--- config.mk ---
export PLATFORM = sky130hd
export DESIGN_NAME = fp_pack
export DESIGN_NICKNAME = d
export VERILOG_FILES = /design/src/rtl/fp_pack.sv
export SDC_FILE = /design/constraint.sdc
export NUM_CORES = 1
export LEC_CHECK = 0
export BUFFER_PORTS_ARGS = -buffer_cell sky130_fd_sc_hd__buf_2
export CAP_MARGIN = 10
export CORE_ASPECT_RATIO = 1.2
export CORE_UTILIZATION = 55
export CTS_CLUSTER_DIAMETER = 40
export DETAILED_ROUTE_END_ITERATION = 16
export GPL_TIMING_DRIVEN = 1
export PLACE_DENSITY = 0.82
export REMOVE_ABC_BUFFERS = 1
export SKIP_CTS_REPAIR_TIMING = 1
export SLEW_MARGIN = 20
export SYNTH_ARGS = -nofsm -noshare
export SYNTH_HDL_FRONTEND = slang
export SYNTH_SLANG_ARGS = --single-unit
export TNS_END_PERCENT = 1
--- constraint.sdc ---
create_clock -name clk_i -period 17.68 [get_ports clk_i]
set_clock_uncertainty 0.05 [all_clocks]
set_input_delay 2.652 -clock clk_i [delete_from_list [all_inputs] [get_ports clk_i]]
set_output_delay 2.652 -clock clk_i [all_outputs]
set_load 0.02 [all_outputs]
--- src/rtl/fp_pack.sv ---
// fp_pack: normalize, round and pack an unpacked operand to binary32 plus fflags; two-stage valid/ready pipe (in_*: operand side, out_*: result side, rm_i: RISC-V rounding mode)
module fp_pack #(
  parameter int FLen = 32,
  parameter int ExpLen = 8,
  parameter int SigLen = 23
) (
  input  logic              clk_i,
  input  logic              rst_i,
  input  logic              in_valid_i,
  output logic              in_ready_o,
  input  logic              sign_i,
  input  logic [ExpLen+1:0] exp_i,
  input  logic [SigLen+3:0] sig_i,
  input  logic              sticky_i,
  input  logic              nan_i,
  input  logic              inv_i,
  input  logic              inf_i,
  input  logic [2:0]        rm_i,
  output logic              out_valid_o,
  input  logic              out_ready_i,
  output logic [FLen-1:0]   result_o,
  output logic [4:0]        fflags_o
);
  logic s1_valid, s1_adv, s2_adv;
  logic [4:0] p, sh;
  logic signed [10:0] e, d;
  logic [26:0] norm;
  logic [25:0] den;
  logic stk, tiny;
  logic [10:0] bexp;
  logic s1_sign, s1_stk, s1_zero, s1_nan, s1_inv, s1_inf;
  logic [25:0] s1_sig;
  logic [10:0] s1_bexp;
  logic [2:0] s1_rm;
  logic g, nx, inc;
  logic [24:0] sum;
  logic [22:0] mant;
  logic [10:0] ex;
  logic [31:0] ovf_res, res;
  logic [4:0] flg;
  assign s2_adv = !out_valid_o | out_ready_i;
  assign s1_adv = !s1_valid | s2_adv;
  assign in_ready_o = s1_adv;
  always_comb begin
    p = '0;
    for (int i = 0; i < 27; i++) p = sig_i[i] ? i[4:0] : p;
    e = $signed({exp_i[9], exp_i}) + $signed({6'd0, p}) - 11'sd25;
    norm = p == 5'd26 ? sig_i >> 1 : sig_i << (5'd25 - p);
    tiny = e < -11'sd126;
    d = -11'sd126 - e;
    sh = !tiny ? 5'd0 : d > 11'sd27 ? 5'd27 : d[4:0];
    den = 26'(norm >> sh);
    stk = sticky_i | (p == 5'd26 & sig_i[0]) | (|(norm & ~(27'h7ffffff << sh)));
    bexp = tiny ? 11'd0 : e + 11'sd127;
  end
  always_comb begin
    g = s1_sig[1];
    nx = s1_sig[1] | s1_sig[0] | s1_stk;
    inc = s1_rm == 3'd0 ? g & (s1_sig[0] | s1_stk | s1_sig[2]) :
          s1_rm == 3'd2 ? s1_sign & nx :
          s1_rm == 3'd3 ? !s1_sign & nx :
          s1_rm == 3'd4 ? g : 1'b0;
    sum = {1'b0, s1_sig[25:2]} + 25'(inc);
    mant = sum[24] ? sum[23:1] : sum[22:0];
    // a subnormal rounding up into the hidden bit becomes the smallest normal
    ex = s1_bexp + 11'(sum[24]) + 11'(s1_bexp == 11'd0 & sum[23]);
    ovf_res = s1_rm == 3'd1 | (s1_rm == 3'd2 & !s1_sign) | (s1_rm == 3'd3 & s1_sign) ?
              {s1_sign, 31'h7f7fffff} : {s1_sign, 31'h7f800000};
    res = s1_rm > 3'd4 | s1_nan ? 32'h7fc00000 :
          s1_inf ? {s1_sign, 8'hff, 23'd0} :
          s1_zero ? {s1_sign, 31'd0} :
          ex >= 11'd255 ? ovf_res : {s1_sign, ex[7:0], mant};
    flg = s1_rm > 3'd4 ? 5'h10 :
          s1_nan ? {s1_inv, 4'd0} :
          s1_inf | s1_zero ? 5'd0 :
          ex >= 11'd255 ? 5'h05 : {3'd0, nx & ex == 11'd0, nx};
  end
  always_ff @(posedge clk_i) begin
    if (rst_i) begin
      s1_valid <= 1'b0;
      out_valid_o <= 1'b0;
      result_o <= '0;
      fflags_o <= '0;
    end else begin
      if (s1_adv) s1_valid <= in_valid_i;
      if (s2_adv) out_valid_o <= s1_valid;
      if (s2_adv & s1_valid) begin
        result_o <= res;
        fflags_o <= flg;
      end
    end
  end
  always_ff @(posedge clk_i) begin
    if (s1_adv & in_valid_i) begin
      s1_sign <= sign_i;
      s1_sig <= den;
      s1_stk <= stk;
      s1_bexp <= bexp;
      s1_zero <= sig_i == '0;
      s1_nan <= nan_i;
      s1_inv <= inv_i;
      s1_inf <= inf_i;
      s1_rm <= rm_i;
    end
  end
endmodule
# Word-level counts from Yosys, hierarchy flattened
# Cells that the tools add are included.
# word_totals
memories	0
romBits	0
in_bits	49
register_bits	85
ramBits	0
latch_bits	0
elab_cells	108
# classes
n_reduce_logical	8
div	0
n_lt_le_gt_ge	4
n_eq_ne	5
n_addsub	8
mux	43
shifts	3
bitwise_logic	24
n_mul	0
# ops
op	n
31-bit 2-to-1 mux	3
5-bit 2-to-1 mux	15
32-bit 2-to-1 mux	1
4-bit 2-to-1 mux	8
27-bit bitwise AND	1
27-bit zero test	1
27-bit 2-to-1 mux	1
27-bit NOT	1
27-bit OR reduction	1
27-bit by 5-bit << shifter with 27-bit output	1
27-bit by 5-bit << shifter with 27-bit output, first input constant	1
27-bit by 5-bit >> shifter with 26-bit output	1
24-bit by 1-bit adder with 25-bit output	1
24-bit 2-to-1 mux	1
23-bit 2-to-1 mux	1
11-bit by 1-bit adder with 11-bit output	2
11-bit zero test	2
3-bit 2-to-1 mux	6
1-bit bitwise OR	12
10-bit by 6-bit adder with 11-bit output	1
11-bit by 7-bit adder with 11-bit output, second input constant	1
11-bit by 8-bit >= comparator with 1-bit output, second input constant	1
11-bit by 6-bit > comparator with 1-bit output, second input constant	1
11-bit by 8-bit < comparator with 1-bit output, second input constant	1
13 further kinds	30

# Longest topological paths before layout
# Gate-level depths: netlist (run 1).
# depth
word_depth	37
depth_mapped	28
depth_no_buf	23

# Worst setup path before layout (run 1)
# No wires, ideal clock.
# synth_path
path_kind	input -> register
from	in sig_i[22]
to	reg s1_stk, data pin
setup_ns	0.263
path_buffers	2
path_slack_ns	9.055
stages	23
arrival_time_ns	8.312
path_cell_list	clkbuf_1 -> nor4_1 -> o31ai_1 -> nand3_1 -> nand3_2 -> inv_1 -> clkbuf_1 -> ha_1 -> inv_1 -> ha_1 -> inv_1 -> fa_1 -> xor2_1 -> nand2_1 -> nor4_1 -> a32o_1 -> a21oi_2 -> o21ai_1 -> nand2_1 -> a221oi_1 -> nand3_1 -> or4_1 -> a2111o_1
# synth_via
elab_chain_cells	16
word_cells_on_any_way	23
# synth_lines
element	line_no	text
start, declared	13	input logic [SigLen+3:0] sig_i,
5-bit 2-to-1 mux (5 in a row)	46	for (int i = 0; i < 27; i++) p = sig_i[i] ? i[4:0] : p;
10-bit by 6-bit adder with 11-bit output	47	e = $signed({exp_i[9], exp_i}) + $signed({6'd0, p}) - 11'sd25;
11-bit by 6-bit subtractor with 11-bit output	47	
8-bit by 11-bit subtractor with 11-bit output	50	d = -11'sd126 - e;
11-bit by 6-bit > comparator with 1-bit output	51	sh = !tiny ? 5'd0 : d > 11'sd27 ? 5'd27 : d[4:0];
5-bit 2-to-1 mux (2 in a row)	51	
27-bit by 5-bit << shifter with 27-bit output	53	stk = sticky_i | (p == 5'd26 & sig_i[0]) | (|(norm & ~(27'h7ffffff << sh)));
27-bit NOT	53	
27-bit bitwise AND	53	
27-bit OR reduction	53	
1-bit bitwise OR (*)	53	
named net stk	29	logic stk, tiny;
end signal, assigned	97	s1_stk <= stk;
end, declared	31	logic s1_sign, s1_stk, s1_zero, s1_nan, s1_inv, s1_inf;
# Mark *: on every way through the listed nets, which the timed path passes. The rest lies on a longest branch.
# A chain may end at the register's enable or synchronous reset.

# Worst setup path after layout (run 1)
# layout_path
from	in sig_i[26]
to	reg s1_stk, data pin
# layout_via
elab_chain_cells	12
word_cells_on_any_way	19
# layout_lines
element	line_no
5-bit 2-to-1 mux	46
10-bit by 6-bit adder with 11-bit output	47
11-bit by 6-bit subtractor with 11-bit output	47
8-bit by 11-bit subtractor with 11-bit output	50
11-bit by 6-bit > comparator with 1-bit output	51
5-bit 2-to-1 mux (2 in a row)	51
27-bit by 5-bit << shifter with 27-bit output	53
27-bit NOT	53
27-bit bitwise AND	53
27-bit OR reduction	53
1-bit bitwise OR (*)	53
named net stk	29
# Marked as above.

==> results of run 1 <==
## cells in the mapped netlist, types with 12 or more instances
| master | n | share of area (%) |
|---|---|---|
| a211oi_1 | 52 | 4.3 |
| a21oi_1 | 82 | 4.5 |
| a221oi_1 | 13 | 1.2 |
| a22oi_1 | 21 | 1.7 |
| buf_2 | 15 | 0.82 |
| clkbuf_1 | 51 | 2.1 |
| dfxtp_1 | 38 | 8.3 |
| edfxtp_1 | 46 | 15 |
| ha_1 | 22 | 3.0 |
| inv_1 | 44 | 1.8 |
| mux2i_1 | 35 | 3.8 |
| nand2_1 | 96 | 4.0 |
| nand2b_1 | 13 | 0.89 |
| nand3_1 | 53 | 2.9 |
| nand4_1 | 16 | 1.1 |
| nor2_1 | 129 | 5.3 |
| nor3_1 | 33 | 1.8 |
| nor4_1 | 14 | 0.96 |
| o211ai_1 | 40 | 3.3 |
| o21a_1 | 12 | 0.99 |
| o21ai_0 | 61 | 3.3 |
| o22ai_1 | 16 | 1.1 |
| xnor2_1 | 19 | 1.8 |
| xor2_1 | 23 | 2.2 |
## sequential cells by signal, summed over array words and instances (netlist names)
name,cells
s1_valid,1
s1_nan,1
s1_zero,1
s1_inv,1
result_o,32
out_valid_o,1
s1_stk,1
s1_bexp,11
s1_sign,1
s1_inf,1
fflags_o,4
s1_sig,26
s1_rm,3
## placed cells by master (no fill, tap or decap), drive strengths merged, types with 8 or more instances in the layout
| master | instances |
|---|---|
| nor2 | 130 |
| buf | 104 |
| nand2 | 98 |
| a21oi | 85 |
| o21ai | 71 |
| nand3 | 54 |
| a211oi | 52 |
| edfxtp | 46 |
| inv | 46 |
| o211ai | 41 |
| dfxtp | 38 |
| mux2i | 37 |
| nor3 | 34 |
| xor2 | 23 |
| ha | 22 |
| a22oi | 21 |
| xnor2 | 19 |
| o22ai | 17 |
| nand4 | 16 |
| nor4 | 15 |
| a221oi | 15 |
| nand2b | 13 |
| clkbuf | 13 |
| o21a | 12 |
| and3 | 11 |
| nor2b | 11 |
| a31oi | 10 |
| and2 | 10 |
| or2 | 10 |
| a21o | 9 |
| a2111oi | 8 |
## worst reg2reg max path, delay by kind of cell, from the launching register on
| family | cells | cell delay (ps) |
|---|---|---|
| buffers and inverters | 1 | 260 |
| flip-flops | 1 | 440 |
| adder cells (fa/ha/maj) | 4 | 1100 |
| AND/OR/NAND/NOR | 12 | 3170 |
| AO/OA/AOI/OAI | 5 | 790 |
## layer usage
metal,wire length (um),up-vias,global-route usage [%]
met1,10900,4613,39.8
met5,0,-,0
met3,2480,160,5.47
li1,-,4628,-
met4,2210,0,26.3
met2,14100,645,59.8
## path summary, 6_finish.rpt
check	cells past startpoint	end	from
worst max-delay path	25	s1_stk	sig_i[26]
worst min register to register	2	result_o[10]	result_o[10]
worst min-delay path	2	result_o[10]	result_o[10]
worst max register to register	22	result_o[7]	s1_rm[1]
## stage by stage
stage	hold WS (ps)	setup slack, ps	utilization [%]
5_1_grt	445	7380	60.9
6_report	430	7870	60.9
3_5_place_dp	403	7710	59.1
4_1_cts	429	8070	60.9
3_3_place_gp	396	7850	59.1
2_1_floorplan	444	7830	-
## cells by family after synthesis
kind of cell	Yosys count	synth area share [%]
compound gates	431	33.8
simple gates	427	22.6
buf+inv	128	6.13
flops	84	23.5
mux	49	6.38
xor+xnor	42	4.03
fa+ha+maj	25	3.57
other cells	1	0.0411
## layout make-up
class	count	area, um2
clock buffer	13	273
clock inverter	3	18.8
fill	1532	6340
inverter	46	173
multi-input combinational	975	6430
sequential	84	2140
tap	212	265
timing repair buffer	104	566
## power by group through the flow
stage               logic (mW)  registers [mW]  clock network, mW
global route             0.496           0.271              0.188
global placement         0.439           0.269                  0
floorplan                0.311           0.267                  0
CTS                      0.444           0.266              0.180
finish                   0.459           0.267              0.178
detailed placement       0.442           0.270                  0
==> impl_metrics.toml, run 1 <==
[status]
status = "finished clean"

[clocking]
clockBufferDepth = 2
numCtsBuffers = 9
cts_sinks = 84
root_buffer = "clkbuf_16"
clk_pin_slew_worst_paths_ps = 60
insertion_delay_ps = 340
cts-htree-levels = 3
cts_tree = "yes"

[critical_path]
cp_top_family = "buffers and inverters"
critPathArrivalTime_ps = 9850
crit_path_end_kind = "register"
timing.critical_path.mode_cell = "inv_1"
slowest_stage = "or4_1"
critPathMaxStageDelay_ps = 530
cp_max_fo = 30
crit_buf_inv = 7
cp-start-kind = "primary input"
crit_type = "in -> reg"
r2r_slack_ps = 11810
cp.required_ps = 17720

[die]
io_pins = 88
die_y_um = 143
die_w_um = 120
start_util_pct = 56.3
num_rows = 51
dieArea_mm2 = 0.0171
coreArea_mm2 = 0.0162

[finish]
nNetsFinal = 1293
drive_gt1_share_pct = 13.9
final_area_mm2 = 0.00987
syn_to_final_growth_pct = 8.19
final_cells = 1437
num_antenna_cells = 0

[timing]
setup_viol = 0
rsz0062_at_grt = "false"
fmax_ghz = 0.102
hold_violations = 0
worst_pin_slew_ps = 1040
period_share_pct = 55.5
final-max-slew-violation-count = 0
layout_min_cycle_time_ps = 9810
slew_headroom_pct = 30.3
tns_ps = 0

[route]
drt-initial-drc-count = 823
route.detailed.drc = 0
ant_nets = 0
wire_per_inst_um = 20.7
wl_um = 29700
vias = 10046
drt-vias-per-instance = 6.99
first_pass_iters = 6

[synthesis]
syn_avg_cell_area_um2 = 7.69
ys.flop_type = "edfxtp_1"
synth_seq_cells = 84
syn_area_mm2 = 0.00912
synth_edf_count = 46
synthCells = 1187
ys_types = 101
postSynth.asyncResetShare_pct = 0
synth_warnings = 0
yosysSeqAreaShare_pct = 23.5

[grt]
grt_antenna_before_repair = 0
globalRoute.totalOverflow = 0
grt_pass1_wl_um = 48100
track_usage_pct = 35.2
grt_max_degree = 47
grt_pass1_vias = 9406

[power]
power_leakage_nw = 3.72
p_sw_share_pct = 43.6
p_per_area_mw_per_mm2 = 91.7
intPower_mw = 0.510
vdd_drop_max_mv = 0.0640
power.total_mw = 0.905
net-switching-power_mw = 0.395
pwr-share-comb_pct = 50.7
power_frac_seq_pct = 29.5
clkPwrFrac_pct = 19.7

[worst_hold_path]
hp-class = "reg -> reg"

[run]
drv_cap = 0

[placed_design]
port_buffers = 86
place.gp.congestion = 1.04
dp.cells = 1421
dp_hpwl_um = 22400
placed_area_mm2 = 0.00958
Note: power is estimated with default switching activity, not from simulation.
==> inputs of run 2 (changes only) <==
--- a/config.mk
+++ b/config.mk
@@ -5,6 +5,7 @@
 export SDC_FILE = /design/constraint.sdc
 export NUM_CORES = 1
 export LEC_CHECK = 0
+export ABC_AREA = 1
 export BUFFER_PORTS_ARGS = -buffer_cell sky130_fd_sc_hd__buf_2
 export CAP_MARGIN = 10
 export CORE_ASPECT_RATIO = 1.2
==> constraint.sdc (replaced) <==
create_clock -name clk_i -period 10 [get_ports clk_i]
set_clock_uncertainty 0.05 [all_clocks]
set_input_delay 1.5 -clock clk_i [delete_from_list [all_inputs] [get_ports clk_i]]
set_output_delay 1.5 -clock clk_i [all_outputs]
set_load 0.02 [all_outputs]
==> impl_metrics.toml, run 2 <==
[synthesis]
ys.flop_type = "edfxtp_1"
yosysMostFrequentCell = "nand2_1"
synthSimpleGateAreaFrac_pct = 46.0
synthCells = 1367
yosys-top-cells-count = "427 x nand2_1, 290 x nand3_1, 123 x inv_1"
synthAdderAreaFrac_pct = 3.79
ys_types = 56
synthMuxAreaShare_pct = 0
yosys.area.top_type = "nand2_1"
syn_area_mm2 = 0.00832
yosysSeqAreaShare_pct = 25.7
synthTopCellsByArea = "nand2_1 19%, nand3_1 17%, edfxtp_1 17%, dfxtp_1 9.1%, inv_1 5.5%"
synth_seq_cells = 84
synthXorXnorAreaFrac_pct = 3.05
synth_top_family_by_area = "simple AND/OR/NAND/NOR gates"
synth.top_cell.area_share_pct = 19.3
synth_edf_count = 46
synth_warnings = 0
syn_avg_cell_area_um2 = 6.09
postSynth.asyncResetShare_pct = 0
synth-compound-area-share_pct = 11.5

[timing]
fin_hold_ws_ps = 407
fmax_ghz = 0.129
rsz0062_at_grt = "false"
layout_min_cycle_time_ps = 7750
slew_headroom_pct = 35.0
setup_ws_ps = 2250
tns_ps = 0
setup_viol = 0
worst_pin_slew_ps = 969
period_share_pct = 77.5
final-max-slew-violation-count = 0
hold_violations = 0

[clocking]
cts_tree = "yes"
clk_pin_slew_worst_paths_ps = 60
insertion_delay_ps = 340
clockBufferDepth = 2
cts-htree-levels = 3
numCtsBuffers = 9
cts_sinks = 84
root_buffer = "clkbuf_16"

[die]
die_w_um = 114
die_y_um = 137
start_util_pct = 57.0
dieArea_mm2 = 0.0156
num_rows = 48
io_pins = 88
coreArea_mm2 = 0.0146

[worst_hold_path]
hold_depth = 2
hp-class = "reg -> reg"
hold_end = "result_o[17]"
hp-start = "result_o[17]"

[critical_path]
cp.required_ps = 10040
critPathArrivalTime_ps = 7790
r2r_slack_ps = 3230
cp_max_fo = 26
cp_top_family = "simple AND/OR/NAND/NOR gates"
slowest_stage = "xnor2_1"
crit_type = "in -> reg"
crit_path_end_kind = "register"
cp-start-kind = "primary input"
r2r-end = "result_o[22]"
reg2reg_depth = 34
crit_buf_inv = 6
regToRegStartpoint = "s1_sign"
critPathMaxStageDelay_ps = 520
timing.critical_path.mode_cell = "nand2_1"

[route]
wl_um = 24400
first_pass_iters = 8
ant_nets = 0
drt-vias-per-instance = 5.76
wire_per_inst_um = 15.1
drt-initial-drc-count = 722
route.detailed.drc = 0
vias = 9329

[placed_design]
port_buffers = 86
pre_cts_slack_ps = 2040
place.gp.congestion = 0.987
dp_hpwl_um = 19500

[finish]
syn_to_final_growth_pct = 9.51
num_antenna_cells = 0
mostFrequentLayoutCell = "nand2_1"
drive_gt1_share_pct = 11.0
layout_common_cells = "427 x nand2_1, 290 x nand3_1, 122 x inv_1"
nNetsFinal = 1487
final_core_util_pct = 62.4
largest_reg_flops = 32
top_register = "result_o"
top_regs = "result_o x32, s1_sig x26, s1_bexp x11"

[grt]
grt_antenna_before_repair = 0
grt_max_degree = 47
globalRoute.totalOverflow = 0
grt_pass1_vias = 8381
grt_pass1_wl_um = 39200
track_usage_pct = 31.7

[status]
status = "finished clean"

[power]
p_per_area_mw_per_mm2 = 181
vdd_drop_max_mv = 0.0915
intPower_mw = 0.909
power_leakage_nw = 4.43
pwr-share-comb_pct = 50.2
net-switching-power_mw = 0.737
power_frac_seq_pct = 28.9
p_sw_share_pct = 44.8
clkPwrFrac_pct = 20.9

[run]
drv_cap = 0
[run 2: how the worst max path moves through the flow]
| stage | from | endpoint | slack (ps) | cells after the start |
|---|---|---|---|---|
| 6_report | sig_i[2] | s1_stk | 2250 | 50 |
| 5_1_grt | sig_i[2] | s1_stk | 1390 | 55 |
| 4_1_cts | sig_i[2] | s1_stk | 2380 | 55 |
| 3_5_place_dp | sig_i[2] | s1_stk | 2040 | 50 |
| 3_3_place_gp | sig_i[2] | s1_stk | 2150 | 53 |
| 2_1_floorplan | sig_i[3] | s1_sig[0] | 2390 | 34 |
[run 2: cell families after synthesis]
family,after synthesis
AND/OR/NAND/NOR,867
buffers and inverters,201
AO/OA/AOI/OAI,161
flip-flops,84
XOR/XNOR,29
adder cells (fa/ha/maj),24
other,1
[run 2: power groups by stage]
| stage | Sequential (mW) | Clock (mW) | Combinational, mW |
|---|---|---|---|
| 2_1_floorplan | 0.478 | 0 | 0.590 |
| 3_3_place_gp | 0.480 | 0 | 0.806 |
| 3_5_place_dp | 0.482 | 0 | 0.808 |
| 4_1_cts | 0.475 | 0.348 | 0.812 |
| 5_1_grt | 0.482 | 0.363 | 0.919 |
| 6_report | 0.476 | 0.344 | 0.827 |
[run 2: worst register-to-register path, delay by kind of cell (launching register included)]
| family | cells | cell delay (ps) |
|---|---|---|
| buffers and inverters | 4 | 610 |
| AOI/OAI and AO/OA | 4 | 1150 |
| DFF | 1 | 440 |
| and+or+nand+nor | 23 | 3610 |
| adders and majority gates | 3 | 770 |
[run 2: stage by stage]
stage / instances / power, mW / instance area [um2]
3_5_place_dp: 1603 / 1.29 / 8790
4_1_cts: 1619 / 1.64 / 9110
6_report: 1619 / 1.65 / 9110
3_3_place_gp: 1603 / 1.29 / 8790
5_1_grt: 1619 / 1.76 / 9110
2_1_floorplan: 1309 / 1.07 / 8050
[run 2: layer usage]
| layer | vias up | wire (um) | global-route usage (%) |
|---|---|---|---|
| li1 | 4673 | - | - |
| met1 | 4160 | 9830 | 36.0 |
| met2 | 396 | 11500 | 54.8 |
| met3 | 100 | 1270 | 3.81 |
| met4 | 0 | 1750 | 23.2 |
| met5 | - | 0 | 0 |
[run 2: cell type report]
type	count	area, um2
clock buffer	12	268
multi-input combinational	1082	5360
inverter	143	542
fill	1463	5480
clock inverter	4	55.1
tap	200	250
timing repair buffer	94	490
sequential	84	2140
